**src/rtl/alu_pkg.sv**
```systemverilog
// Shared ALU definitions: default datapath widths and the ALU operation encoding.
package alu_pkg;

    localparam int XLEN  = 32;
    localparam int REG_W = 5;

    typedef enum logic [3:0] {
        ADD   = 4'd0,
        SLL   = 4'd1,
        SLT   = 4'd2,
        SLTU  = 4'd3,
        XOR   = 4'd4,
        SRL   = 4'd5,
        SRA   = 4'd6,
        OR    = 4'd7,
        AND   = 4'd8,
        SUB   = 4'd9,
        PASSB = 4'd10
    } alu_op_t;

endpackage

```
**src/rtl/fwd_mux.sv**
```systemverilog
// Bypass select for one source operand: the MEM result beats the WB result, and x0 is never bypassed.
module fwd_mux #(
    parameter int XLEN  = 32,
    parameter int REG_W = 5
) (
    input  logic [REG_W-1:0] rs_addr,
    input  logic [XLEN-1:0]  rs_data,
    input  logic [REG_W-1:0] mem_rd,
    input  logic             mem_wr,
    input  logic [XLEN-1:0]  mem_data,
    input  logic [REG_W-1:0] wb_rd,
    input  logic             wb_wr,
    input  logic [XLEN-1:0]  wb_data,
    output logic [XLEN-1:0]  fwd_data
);

    logic rs_nz;
    logic mem_hit;
    logic wb_hit;

    assign rs_nz   = (rs_addr != '0);
    assign mem_hit = rs_nz && mem_wr && (mem_rd == rs_addr);
    assign wb_hit  = rs_nz && wb_wr && (wb_rd == rs_addr);

    always_comb begin
        fwd_data = rs_data;
        if (mem_hit)     fwd_data = mem_data;
        else if (wb_hit) fwd_data = wb_data;
    end

endmodule

```
**src/rtl/ex_issue_stage.sv**
```systemverilog
// ID/EX pipeline register with operand bypass, load-use interlock, backpressure hold and flush.
module ex_issue_stage import alu_pkg::*; #(
    parameter int XLEN  = alu_pkg::XLEN,
    parameter int REG_W = alu_pkg::REG_W
) (
    input  logic             clk,
    input  logic             reset,
    input  logic             id_valid,
    output logic             id_ready,
    input  logic [REG_W-1:0] id_rs1_addr,
    input  logic [REG_W-1:0] id_rs2_addr,
    input  logic [XLEN-1:0]  id_rs1_data,
    input  logic [XLEN-1:0]  id_rs2_data,
    input  logic [XLEN-1:0]  id_pc,
    input  logic [XLEN-1:0]  id_imm,
    input  logic             id_sel_a,
    input  logic             id_sel_b,
    input  logic [3:0]       id_alu_op,
    input  logic [REG_W-1:0] id_rd,
    input  logic             id_reg_wr,
    input  logic             id_is_load,
    input  logic             flush,
    input  logic             ex_ready,
    input  logic [REG_W-1:0] fwd_mem_rd,
    input  logic             fwd_mem_wr,
    input  logic [XLEN-1:0]  fwd_mem_data,
    input  logic [REG_W-1:0] fwd_wb_rd,
    input  logic             fwd_wb_wr,
    input  logic [XLEN-1:0]  fwd_wb_data,
    output logic             ex_valid,
    output logic [XLEN-1:0]  ex_a,
    output logic [XLEN-1:0]  ex_b,
    output logic [XLEN-1:0]  ex_store_data,
    output logic [3:0]       ex_alu_op,
    output logic [REG_W-1:0] ex_rd,
    output logic             ex_reg_wr,
    output logic             ex_is_load,
    output logic             load_use_stall
);

    logic [XLEN-1:0] rs1_fwd;
    logic [XLEN-1:0] rs2_fwd;
    logic            xfer;
    logic            rd_match;

    fwd_mux #(.XLEN(XLEN), .REG_W(REG_W)) u_fwd_rs1 (
        .rs_addr (id_rs1_addr), .rs_data (id_rs1_data),
        .mem_rd  (fwd_mem_rd),  .mem_wr  (fwd_mem_wr), .mem_data (fwd_mem_data),
        .wb_rd   (fwd_wb_rd),   .wb_wr   (fwd_wb_wr),  .wb_data  (fwd_wb_data),
        .fwd_data(rs1_fwd)
    );

    fwd_mux #(.XLEN(XLEN), .REG_W(REG_W)) u_fwd_rs2 (
        .rs_addr (id_rs2_addr), .rs_data (id_rs2_data),
        .mem_rd  (fwd_mem_rd),  .mem_wr  (fwd_mem_wr), .mem_data (fwd_mem_data),
        .wb_rd   (fwd_wb_rd),   .wb_wr   (fwd_wb_wr),  .wb_data  (fwd_wb_data),
        .fwd_data(rs2_fwd)
    );

    // A load result is not ready until after MEM, so a dependent instruction must wait one cycle.
    assign rd_match       = (ex_rd == id_rs1_addr) || (ex_rd == id_rs2_addr);
    assign load_use_stall = ex_valid && ex_is_load && ex_reg_wr && (ex_rd != '0) && rd_match && id_valid;
    assign id_ready       = (!ex_valid || ex_ready) && !load_use_stall;
    assign xfer           = id_valid && id_ready;

    always_ff @(posedge clk) begin
        if (reset) begin
            ex_valid      <= 1'b0;
            ex_reg_wr     <= 1'b0;
            ex_is_load    <= 1'b0;
            ex_a          <= '0;
            ex_b          <= '0;
            ex_store_data <= '0;
            ex_rd         <= '0;
            ex_alu_op     <= 4'(ADD);
        end else begin
            // Operand fields move only when an instruction actually lands in the stage.
            if (xfer && !flush) begin
                ex_a          <= id_sel_a ? id_pc  : rs1_fwd;
                ex_b          <= id_sel_b ? id_imm : rs2_fwd;
                ex_store_data <= rs2_fwd;
                ex_alu_op     <= id_alu_op;
                ex_rd         <= id_rd;
            end
            if (flush) begin
                ex_valid   <= 1'b0;
                ex_reg_wr  <= 1'b0;
                ex_is_load <= 1'b0;
            end else if (xfer) begin
                ex_valid   <= 1'b1;
                ex_reg_wr  <= id_reg_wr;
                ex_is_load <= id_is_load;
            end else if (!ex_valid || ex_ready) begin
                ex_valid   <= 1'b0;
                ex_reg_wr  <= 1'b0;
                ex_is_load <= 1'b0;
            end
        end
    end

endmodule

```
**config.mk**
```make
export PLATFORM = sky130hd
export DESIGN_NAME = ex_issue_stage
export DESIGN_NICKNAME = d
export VERILOG_FILES = /design/src/rtl/alu_pkg.sv /design/src/rtl/fwd_mux.sv /design/src/rtl/ex_issue_stage.sv
export SDC_FILE = /design/constraint.sdc
export NUM_CORES = 1
export LEC_CHECK = 0
export ABC_CLOCK_PERIOD_IN_PS = 2400
export CAP_MARGIN = 0
export CELL_PAD_IN_SITES_DETAIL_PLACEMENT = 0
export CELL_PAD_IN_SITES_GLOBAL_PLACEMENT = 2
export CORE_AREA = 5 5 246 152
export DETAILED_ROUTE_END_ITERATION = 7
export DIE_AREA = 0 0 251 157
export MAX_ROUTING_LAYER = met4
export PLACE_DENSITY_LB_ADDON = 0.1
export SLEW_MARGIN = 10
export SYNTH_ARGS = -nofsm -noshare
export SYNTH_HDL_FRONTEND = slang
export SYNTH_SLANG_ARGS = --single-unit
```
**constraint.sdc**
```tcl
create_clock -name clk -period 2.4 [get_ports clk]
set_input_delay 0.24 -clock clk [delete_from_list [all_inputs] [get_ports clk]]
set_output_delay 0.24 -clock clk [all_outputs]
set_load 0.01 [all_outputs]
```
==> flow_summary.yaml, run 1 <==
power:
  powerDensity_nw_per_um2: 430
  ir_worst_vdd_mv: 0.337
  power.total_mw: 5.79
  p_leak_nw: 4.55
synthesis:
  synth_top_area_share_pct: 26.2
  synthMuxAreaShare_pct: 1.09
  synth-edff-count: 0
  syn_nets: 1253
  netlist_area_sq_um: 8250
  synth_compound_area_share_pct: 39.6
  ys_top_cells_by_area: "dfxtp_1 (26%), a211oi_1 (5.9%), a21boi_0 (5.8%)"
  async_flop_share_pct: 0
  synth-adder-area-share_pct: 0
  yosysWarnings: 0
  ys_types: 47
  yosys.area_share.simple_pct: 22.3
  ys_ff_latch: 108
  ys_seq_area_share_pct: 26.2
  synth-xor-area-share_pct: 3.19
  synth_top_family_by_area: "compound AO/OA/AOI/OAI gates"
  synth.avg_cell_area_sq_um: 8.08
  synth_top_area_cell: "dfxtp_1"
  synth_flop_cell: "dfxtp_1"
  syn_inst: 1021
worst_setup_path:
  critPathLaunchType: "primary input"
  critPathMaxFanout: 29
  rr_worst_depth: 7
  reg2reg_slack_ns: 0.33
  path_class: "primary input to register"
  r2r-end: "ex_b[18]$_SDFFE_PP0P_"
  arrival_ns: 2.55
  endpoint_kind: "register"
  rr_startpoint: "ex_rd[3]$_SDFFE_PP0P_"
  cp-endpoint: "ex_b[15]$_SDFFE_PP0P_"
  startpoint: "id_rs2_addr[2]"
  cp.required_ns: 2.63
placed_design:
  port-buffer-count: 341
  gp_congestion: 0.904
  postPlaceCellArea_sq_um: 13100
  hpwlAfterDp_microns: 36000
  dp_cells: 1835
  pre_cts_slack_ns: -0.494
routing:
  firstDrtPassIters: 5
  viasPerCell: 5.27
  post_drt_wl_per_cell_microns: 25.5
  wl_microns: 47300
  drc: 0
  drtIter0Drc: 741
  num_vias: 9777
  antenna_left: 0
floorplan:
  die_h_microns: 157
  rows: 53
  io_pins: 342
  core_sq_um: 34700
  die-area_sq_um: 39400
  die_x_microns: 251
  initial_utilization_pct: 23.8
clocking:
  clk_pin_slew_worst_paths_ns: 0.08
  cts_tree: "yes"
  h-tree-depth: 3
  cts_setup_buffers: 0
  cts_root_buffer: "clkbuf_16"
  cts-hold-fix-buffers: 0
  clockBufferDepth: 2
  clkSinkCount: 108
  clkLatencyLatePin_ns: 0.39
  cts_buffers: 9
finish:
  drive_gt1_share_pct: 15.8
  stdcell_area_sq_um: 13500
  nNetsFinal: 1611
  final_cell_mix: "clkdlybuf4s50_1 (330), buf_4 (116), dfxtp_1 (105)"
  layoutNonFillerInstCount: 1855
  final_common_cell: "clkdlybuf4s50_1"
  area_growth_pct: 63.1
sta:
  drv_slew: 0
  setup_violations: 0
  rsz0062_at_grt: "no"
  setup_ws_ns: 0.0850
  min_period_ns: 2.32
  fin_crit_sh_pct: 96.5
  maxSlewHeadroom_pct: 42.9
  finalClockSkew_ns: 0.0155
  fmax_mhz: 432
  hold_viol: 0
  tightestPinTransition_ns: 0.857
global_route:
  grtUsageTotal_pct: 23.4
  first_global_vias: 9682
  antenna_found_initial: 4
  grt_pass1_wl_microns: 67800
  met3_usage_pct: 4.87
  top_usage_layer: "met1"
  overflow: 0
  use_met1_pct: 36.0
  grt_max_degree: 65
  grtUsageMet2_pct: 31.6
status:
  status: "completed"
min_path:
  hold_path_class: "primary input to register"
run:
  max_cap_viol_count: 0
[worst min path at each step]
stage	from	cells past startpoint	to	slack, ns
after floorplan	id_is_load	1	ex_is_load$_SDFFE_PP0P_	0.39
after global placement	ex_alu_op[0]$_SDFFE_PP0P_	2	ex_alu_op[0]$_SDFFE_PP0P_	0.46
after detailed placement	ex_alu_op[3]$_SDFFE_PP0P_	2	ex_alu_op[3]$_SDFFE_PP0P_	0.47
after CTS	id_alu_op[3]	3	ex_alu_op[3]$_SDFFE_PP0P_	0.40
after global routing	id_alu_op[1]	3	ex_alu_op[1]$_SDFFE_PP0P_	0.42
final	id_alu_op[0]	3	ex_alu_op[0]$_SDFFE_PP0P_	0.43
[critical path, stage by stage]
cell	delay, ns
clkdlybuf4s50_1	0.55
buf_4	0.14
xor2_1	0.23
a211oi_4	0.07
buf_12	0.18
buf_4	0.17
and3_1	0.18
o311ai_1	0.51
buf_4	0.20
a311oi_1	0.08
[power by group]
part | total (mW) | leakage (nW) | switching [mW] | internal (mW)
Clock | 1.59 | 0.136 | 0.869 | 0.725
Sequential | 2.03 | 0.894 | 0.0968 | 1.93
Combinational | 2.17 | 3.52 | 1.05 | 1.12
[per-stage QoR]
step / hold slack, ns / TNS [ns] / utilization (%)
after global routing: 0.421 / 0 / 38.8
after CTS: 0.403 / 0 / 38.7
final: 0.430 / 0 / 38.8
after detailed placement: 0.470 / -16.63 / 37.8
after floorplan: 0.394 / 0 / -
after global placement: 0.463 / -14.32 / 37.8
[state kept, by name, indices dropped and copies added, names as in the netlist]
name	count
ex_is_load	1
ex_valid	1
ex_alu_op	4
ex_rd	5
ex_reg_wr	1
ex_a	32
ex_store_data	32
ex_b	32
[logic make-up (layout without fill, tap and decap cells)]
logic type | Yosys count | after routing
AOI/OAI and AO/OA | 396 | 396
buffers and inverters | 141 | 503
other | 0 | 5
and+or+nand+nor | 337 | 337
DFF | 108 | 108
muxes | 9 | 9
xor gates and xnor gates | 30 | 30
[cells in the mapped netlist (34+ instances only)]
master / count
dfxtp_1: 108
nand2_1: 100
clkbuf_1: 97
a211oi_1: 65
a21boi_0: 64
o31ai_1: 64
nor3_1: 35
a311oi_1: 34
nand3_1: 34
nor2b_1: 34
[final cells by class]
cell class | count | area (sq um)
tap | 467 | 584
timing repair buffer | 483 | 4820
inverter | 5 | 18.8
clock buffer | 9 | 225
fill | 3576 | 21200
clock inverter | 6 | 61.3
sequential | 108 | 2170
antenna | 5 | 12.5
multi-input combinational | 772 | 5570
[timing repair]
item / 4_1_cts / 5_1_grt
pin swaps: 0 / 1
endpoints found under the setup margin: 4 / 7
gates cloned: 0 / 0
hold endpoints to repair: 0 / 0
resized for setup: 9 / 9
[per-layer routing]
metal | wire, microns | up-vias
met5 | 0 | -
met4 | 481 | 0
met3 | 2730 | 18
met2 | 19300 | 321
met1 | 24800 | 4713
li1 | - | 4725
Power figures use the tool's default switching activity.
==> run 2: changes to the inputs <==
Settings changed: ABC_AREA set to 1, CORE_AREA 5 5 246 152 to 5 5 259 160, DIE_AREA 0 0 251 157 to 0 0 264 165, RECOVER_POWER set to 100.
==> run 2 against run 1 <==
Effect of this change:
- worst hold slack worse by 0.20 ns
- power is 8.6% lower
- via count is 3.5% lower
- wire length is 14% lower
- design area is 9.9% lower
- maximum frequency is 10% higher
- die area is 11% higher
- non-clock buffer count is 100 lower
- worst setup slack better by 0.22 ns
- clock skew is 0.0084 ns lower
==> flow_summary.yaml, run 2 <==
finish:
  area_growth_pct: 58.4
  final_cell_mix: "nand2_1 (518), nor2_1 (248), clkdlybuf4s50_1 (224)"
  drive_gt1_share_pct: 4.80
  final_common_cell: "nand2_1"
  seq_area_sq_um: 2170
  final_util_pct: 31.3
  reg.largest.list: "ex_a: 32 flops, ex_b: 32 flops, ex_store_data: 32 flops"
  multi_input_area_sq_um: 4450
  fillers: 4402
  nNetsFinal: 1934
clocking:
  cts_buffers: 9
  clkLatencyLatePin_ns: 0.37
  h-tree-depth: 3
  cts_tree: "yes"
  cts_root_buffer: "clkbuf_16"
  clk_pin_slew_worst_paths_ns: 0.08
  clkSinkCount: 108
  clockBufferDepth: 2
power:
  ir_worst_vdd_mv: 0.398
  swShare_pct: 33.1
  p_leak_nw: 5.94
  seqPwrFrac_pct: 37.5
  comb_power_share_pct: 31.8
  power_switching_mw: 1.75
  power.internal_mw: 3.54
  powerDensity_nw_per_um2: 437
  power.clock.fraction_pct: 30.7
synthesis:
  ys_seq_area_share_pct: 28.3
  ys_top_cells_by_area: "dfxtp_1 (28%), nand2_1 (25%), nor2_1 (12%)"
  ys_ff_latch: 108
  syn_inst: 1400
  yosysWarnings: 0
  synth_flop_cell: "dfxtp_1"
  synth.avg_cell_area_sq_um: 5.47
  ys_types: 25
  syn_nets: 1632
  synth-edff-count: 0
  synthMostInstantiatedCell: "nand2_1"
  synth_commonest_cells: "nand2_1 (517), nor2_1 (248), inv_1 (146)"
  synth_top_area_share_pct: 28.3
  synth_top_area_cell: "dfxtp_1"
  netlist_area_sq_um: 7650
  async_flop_share_pct: 0
floorplan:
  initial_utilization_pct: 19.8
  core_sq_um: 38700
  die_x_microns: 264
  die_h_microns: 165
  die-area_sq_um: 43600
  rows: 56
  io_pins: 342
min_path:
  hp-start: "id_valid"
  whs_path_depth: 3
  holdPathEnd: "ex_is_load$_SDFFE_PP0P_"
  hold_path_class: "primary input to register"
worst_setup_path:
  startpoint: "id_rs1_addr[2]"
  critPathMaxFanout: 4
  rr_worst_depth: 12
  critPathLaunchType: "primary input"
  arrival_ns: 1.86
  reg2reg_slack_ns: 0.41
  path_class: "primary input to output port"
  r2r-end: "ex_b[13]$_SDFFE_PP0P_"
  rr_startpoint: "ex_rd[3]$_SDFFE_PP0P_"
  endpoint_kind: "output port"
  cp.required_ns: 2.16
routing:
  num_vias: 9435
  drc: 0
  firstDrtPassIters: 5
  antenna_left: 0
  post_drt_wl_per_cell_microns: 18.2
  drtIter0Drc: 525
  viasPerCell: 4.22
  wl_microns: 40700
global_route:
  grt_max_degree: 66
  grt_pass1_wl_microns: 60600
  first_global_vias: 9513
  antenna_found_initial: 6
  grtUsageTotal_pct: 18.7
  overflow: 0
sta:
  hold_viol: 0
  tightestPinTransition_ns: 0.958
  rsz0062_at_grt: "no"
  setup_violations: 0
  drv_slew: 0
  finalClockSkew_ns: 0.00711
  fin_crit_sh_pct: 87.4
  maxSlewHeadroom_pct: 36.1
  fmax_mhz: 477
  min_period_ns: 2.10
  timing.hold.ws_ns: 0.225
placed_design:
  port-buffer-count: 341
  hpwlAfterDp_microns: 30700
  gp_congestion: 0.814
run:
  max_cap_viol_count: 0
status:
  status: "completed"
==> run 2: changes by cell type after synthesis, moves of 34 or more <==
cell / before / now
a211oi_1: 65 / 0
a21boi_0: 64 / 0
a21oi_1: 1 / 42
a311oi_1: 34 / 0
clkbuf_1: 97 / 37
inv_1: 5 / 146
nand2_1: 100 / 517
nand3_1: 34 / 134
nand4_1: 2 / 73
nor2_1: 6 / 248
nor2b_1: 34 / 0
o31ai_1: 64 / 0
==> run 2: repair_timing <==
action / CTS / global route
setup buffers: 0 / 0
resized for setup: 5 / 3
setup endpoints to repair: 1 / 2
hold buffers: 0 / 0
==> run 2: layout make-up <==
type / instances / area share (%)
Clock buffer: 11 / 1.92
Antenna cell: 6 / 0.124
Multi-Input combinational cell: 1042 / 36.7
Clock inverter: 5 / 0.433
Tap cell: 522 / 5.39
Sequential cell: 108 / 17.9
Timing Repair Buffer: 383 / 32.6
Inverter: 158 / 4.92
==> run 2: routing by layer <==
layer	part of all wire (%)	global-route usage [%]
met5	0	-
met4	1.3	3.50
met3	4.3	4.06
met2	45	29.1
met1	49	25.4
==> run 2: worst max path at each step <==
| stage | slack (ns) | end |
|---|---|---|
| after global placement | -0.03 | load_use_stall |
| after CTS | 0.001 | load_use_stall |
| after floorplan | 0.85 | ex_store_data[15]$_SDFFE_PP0P_ |
| final | 0.30 | load_use_stall |
| after detailed placement | -0.02 | load_use_stall |
| after global routing | 0.14 | ex_a[16]$_SDFFE_PP0P_ |
==> run 2: critical path, cell delays in order <==
cell and delay [ns]:
dlygate4sd3_1 0.67, inv_2 0.07, nand2_1 0.06, nand2_1 0.05, nor2_1 0.08, nand3_1 0.09, nand2_1 0.16, nand2_2 0.12
nor2_1 0.13, clkbuf_1 0.19
==> run 2: through the flow <==
stage / cell area [sq um] / worst slack (ns) / TNS, ns / total power, mW / std cells
4_1_cts: 12100 / 0.00114 / 0 / 5.47 / 2229
3_3_place_gp: 11800 / -0.0311 / -0.0443 / 3.79 / 2213
3_5_place_dp: 11800 / -0.0235 / -0.0258 / 3.78 / 2213
2_1_floorplan: 7650 / 0.848 / 0 / 2.79 / 1400
5_1_grt: 12100 / 0.141 / 0 / 5.64 / 2235
6_report: 12100 / 0.303 / 0 / 5.29 / 2235
==> run 2: power by group through the flow <==
stage	clock network (mW)	registers (mW)	logic [mW]
3_5_place_dp	0	2.03	1.75
6_report	1.63	1.99	1.68
2_1_floorplan	0	2.08	0.706
3_3_place_gp	0	2.03	1.75
5_1_grt	1.77	2.00	1.86
4_1_cts	1.72	1.99	1.75
==> run 2: kinds of logic after synthesis <==
kind of cell,count (synthesis),synth area share (%)
AOI/OAI and AO/OA,45,3.12
xor gates and xnor gates,11,1.26
buffers and inverters,250,13.8
DFF,108,28.3
and+or+nand+nor,986,53.6
==> run 3: changes to the inputs <==
Settings changed: CORE_AREA 5 5 259 160 to 5 5 166 248, DIE_AREA 0 0 264 165 to 0 0 171 253.
==> run 3 against run 2 <==
Effect of this change:
- wire length grew 4.2%
- flip-flop and latch count unchanged
- design area grew 0.33%
- clock skew hardly changed
- critical path type is now register to output port
==> flow_summary.yaml, run 3 (synthesis results as in run 2) <==
routing:
  wl_microns: 42400
  antenna_left: 0
  num_vias: 9531
  viasPerCell: 4.29
  drtIter0Drc: 424
  firstDrtPassIters: 7
  drc: 0
  post_drt_wl_per_cell_microns: 19.1
placed_design:
  port-buffer-count: 341
  pre_cts_slack_ns: -0.0105
  gp_congestion: 0.804
  hpwlAfterDp_microns: 32200
floorplan:
  die_h_microns: 253
  die_x_microns: 171
  die-area_sq_um: 43300
  io_pins: 342
  core_sq_um: 38900
  rows: 89
  initial_utilization_pct: 19.7
power:
  powerDensity_nw_per_um2: 434
  p_leak_nw: 5.95
  power.total_mw: 5.28
  ir_worst_vdd_mv: 0.288
finish:
  area_growth_pct: 59.0
  final_util_pct: 31.3
  final_cell_mix: "nand2_1 (516), nor2_1 (249), clkdlybuf4s50_1 (229)"
  reg.largest.list: "ex_a: 32 flops, ex_b: 32 flops, ex_store_data: 32 flops"
  final_common_cell: "nand2_1"
  drive_gt1_share_pct: 5.65
  nNetsFinal: 1945
worst_setup_path:
  cp.required_ns: 2.16
  endpoint_kind: "output port"
  critPathLaunchType: "register"
  path_class: "register to output port"
  critPathMaxFanout: 5
  arrival_ns: 1.98
global_route:
  grt_max_degree: 65
  grtUsageTotal_pct: 19.6
  overflow: 0
  first_global_vias: 9639
  grt_pass1_wl_microns: 61200
  antenna_found_initial: 5
clocking:
  h-tree-depth: 3
  clockBufferDepth: 2
  cts_root_buffer: "clkbuf_16"
  clkSinkCount: 108
  cts_buffers: 9
  clkLatencyLatePin_ns: 0.38
  cts_tree: "yes"
  clk_pin_slew_worst_paths_ns: 0.09
min_path:
  hold_path_class: "primary input to register"
sta:
  hold_viol: 0
  tightestPinTransition_ns: 0.649
  rsz0062_at_grt: "no"
  finalClockSkew_ns: 0.00733
  timing.hold.ws_ns: 0.347
  setup_ws_ns: 0.184
  drv_slew: 0
  fmax_mhz: 451
  maxSlewHeadroom_pct: 56.7
  min_period_ns: 2.22
  fin_crit_sh_pct: 92.3
  setup_violations: 0
run:
  max_cap_viol_count: 0
status:
  status: "completed"
## run 3: cell count changes in the layout (fill, tap and decap cells not counted), sizes merged
cell / change
buf: +5
clkdlybuf4s50: +5
clkbuf: +3
inv: +3
dlygate4sd2: -2
dlygate4sd3: -2
bufinv: -1
clkdlybuf4s25: +1
diode: -1
dlymetal6s2s: -1
## run 3: path summary, 6_finish.rpt
check / end / slack, ns / from / cells after the start
min reg2reg: ex_alu_op[2]$_SDFFE_PP0P_ / 0.47 / ex_alu_op[2]$_SDFFE_PP0P_ / 2
min: ex_b[21]$_SDFFE_PP0P_ / 0.35 / id_valid / 4
max: id_ready / 0.18 / ex_rd[4]$_SDFFE_PP0P_ / 6
max reg2reg: ex_b[15]$_SDFFE_PP0P_ / 0.33 / ex_rd[4]$_SDFFE_PP0P_ / 10
## run 3: what timing repair did
action | CTS | global route
resized for setup | 2 | 3
hold buffers | 0 | 0
setup buffers | 0 | 0
endpoints found under the setup margin | 1 | 1
pin swaps | 0 | 0
## run 3: power breakdown
group	total (mW)	switching, mW	leakage (nW)	internal (mW)
Combinational	1.71	0.886	4.92	0.825
Sequential	1.99	0.0723	0.891	1.92
Clock	1.58	0.851	0.138	0.725
Total	5.28	1.81	5.95	3.47
## run 3: cell type report
class | count | area (sq um)
inverter | 158 | 594
clock inverter | 7 | 58.8
multi-input combinational | 1042 | 4450
tap | 500 | 626
timing repair buffer | 394 | 4030
sequential | 108 | 2170
antenna | 5 | 12.5
fill | 4397 | 26700
clock buffer | 9 | 225
## run 3: routing by layer
layer / vias up / routed length [microns] / track usage (%)
li1: 4957 / - / -
met1: 4262 / 16500 / 21.4
met2: 280 / 22100 / 35.1
met3: 32 / 3080 / 5.04
met4: 0 / 694 / 5.07
met5: - / 0 / -
## run 3: worst max-delay path: stages (launching register included)
cell and delay [ns]:
dfxtp_1 0.40, nor2_1 0.12, nand4_1 0.15, nand2_1 0.10, inv_1 0.06, a21oi_4 0.19
clkdlybuf4s50_1 0.57
## run 3: through the flow
step / area, sq um / std cells / TNS, ns
global route: 12200 / 2223 / 0
floorplan: 7650 / 1400 / 0
global placement: 11900 / 2202 / 0
finish: 12200 / 2223 / 0
CTS: 12200 / 2218 / 0
detailed placement: 11900 / 2202 / -0.0105
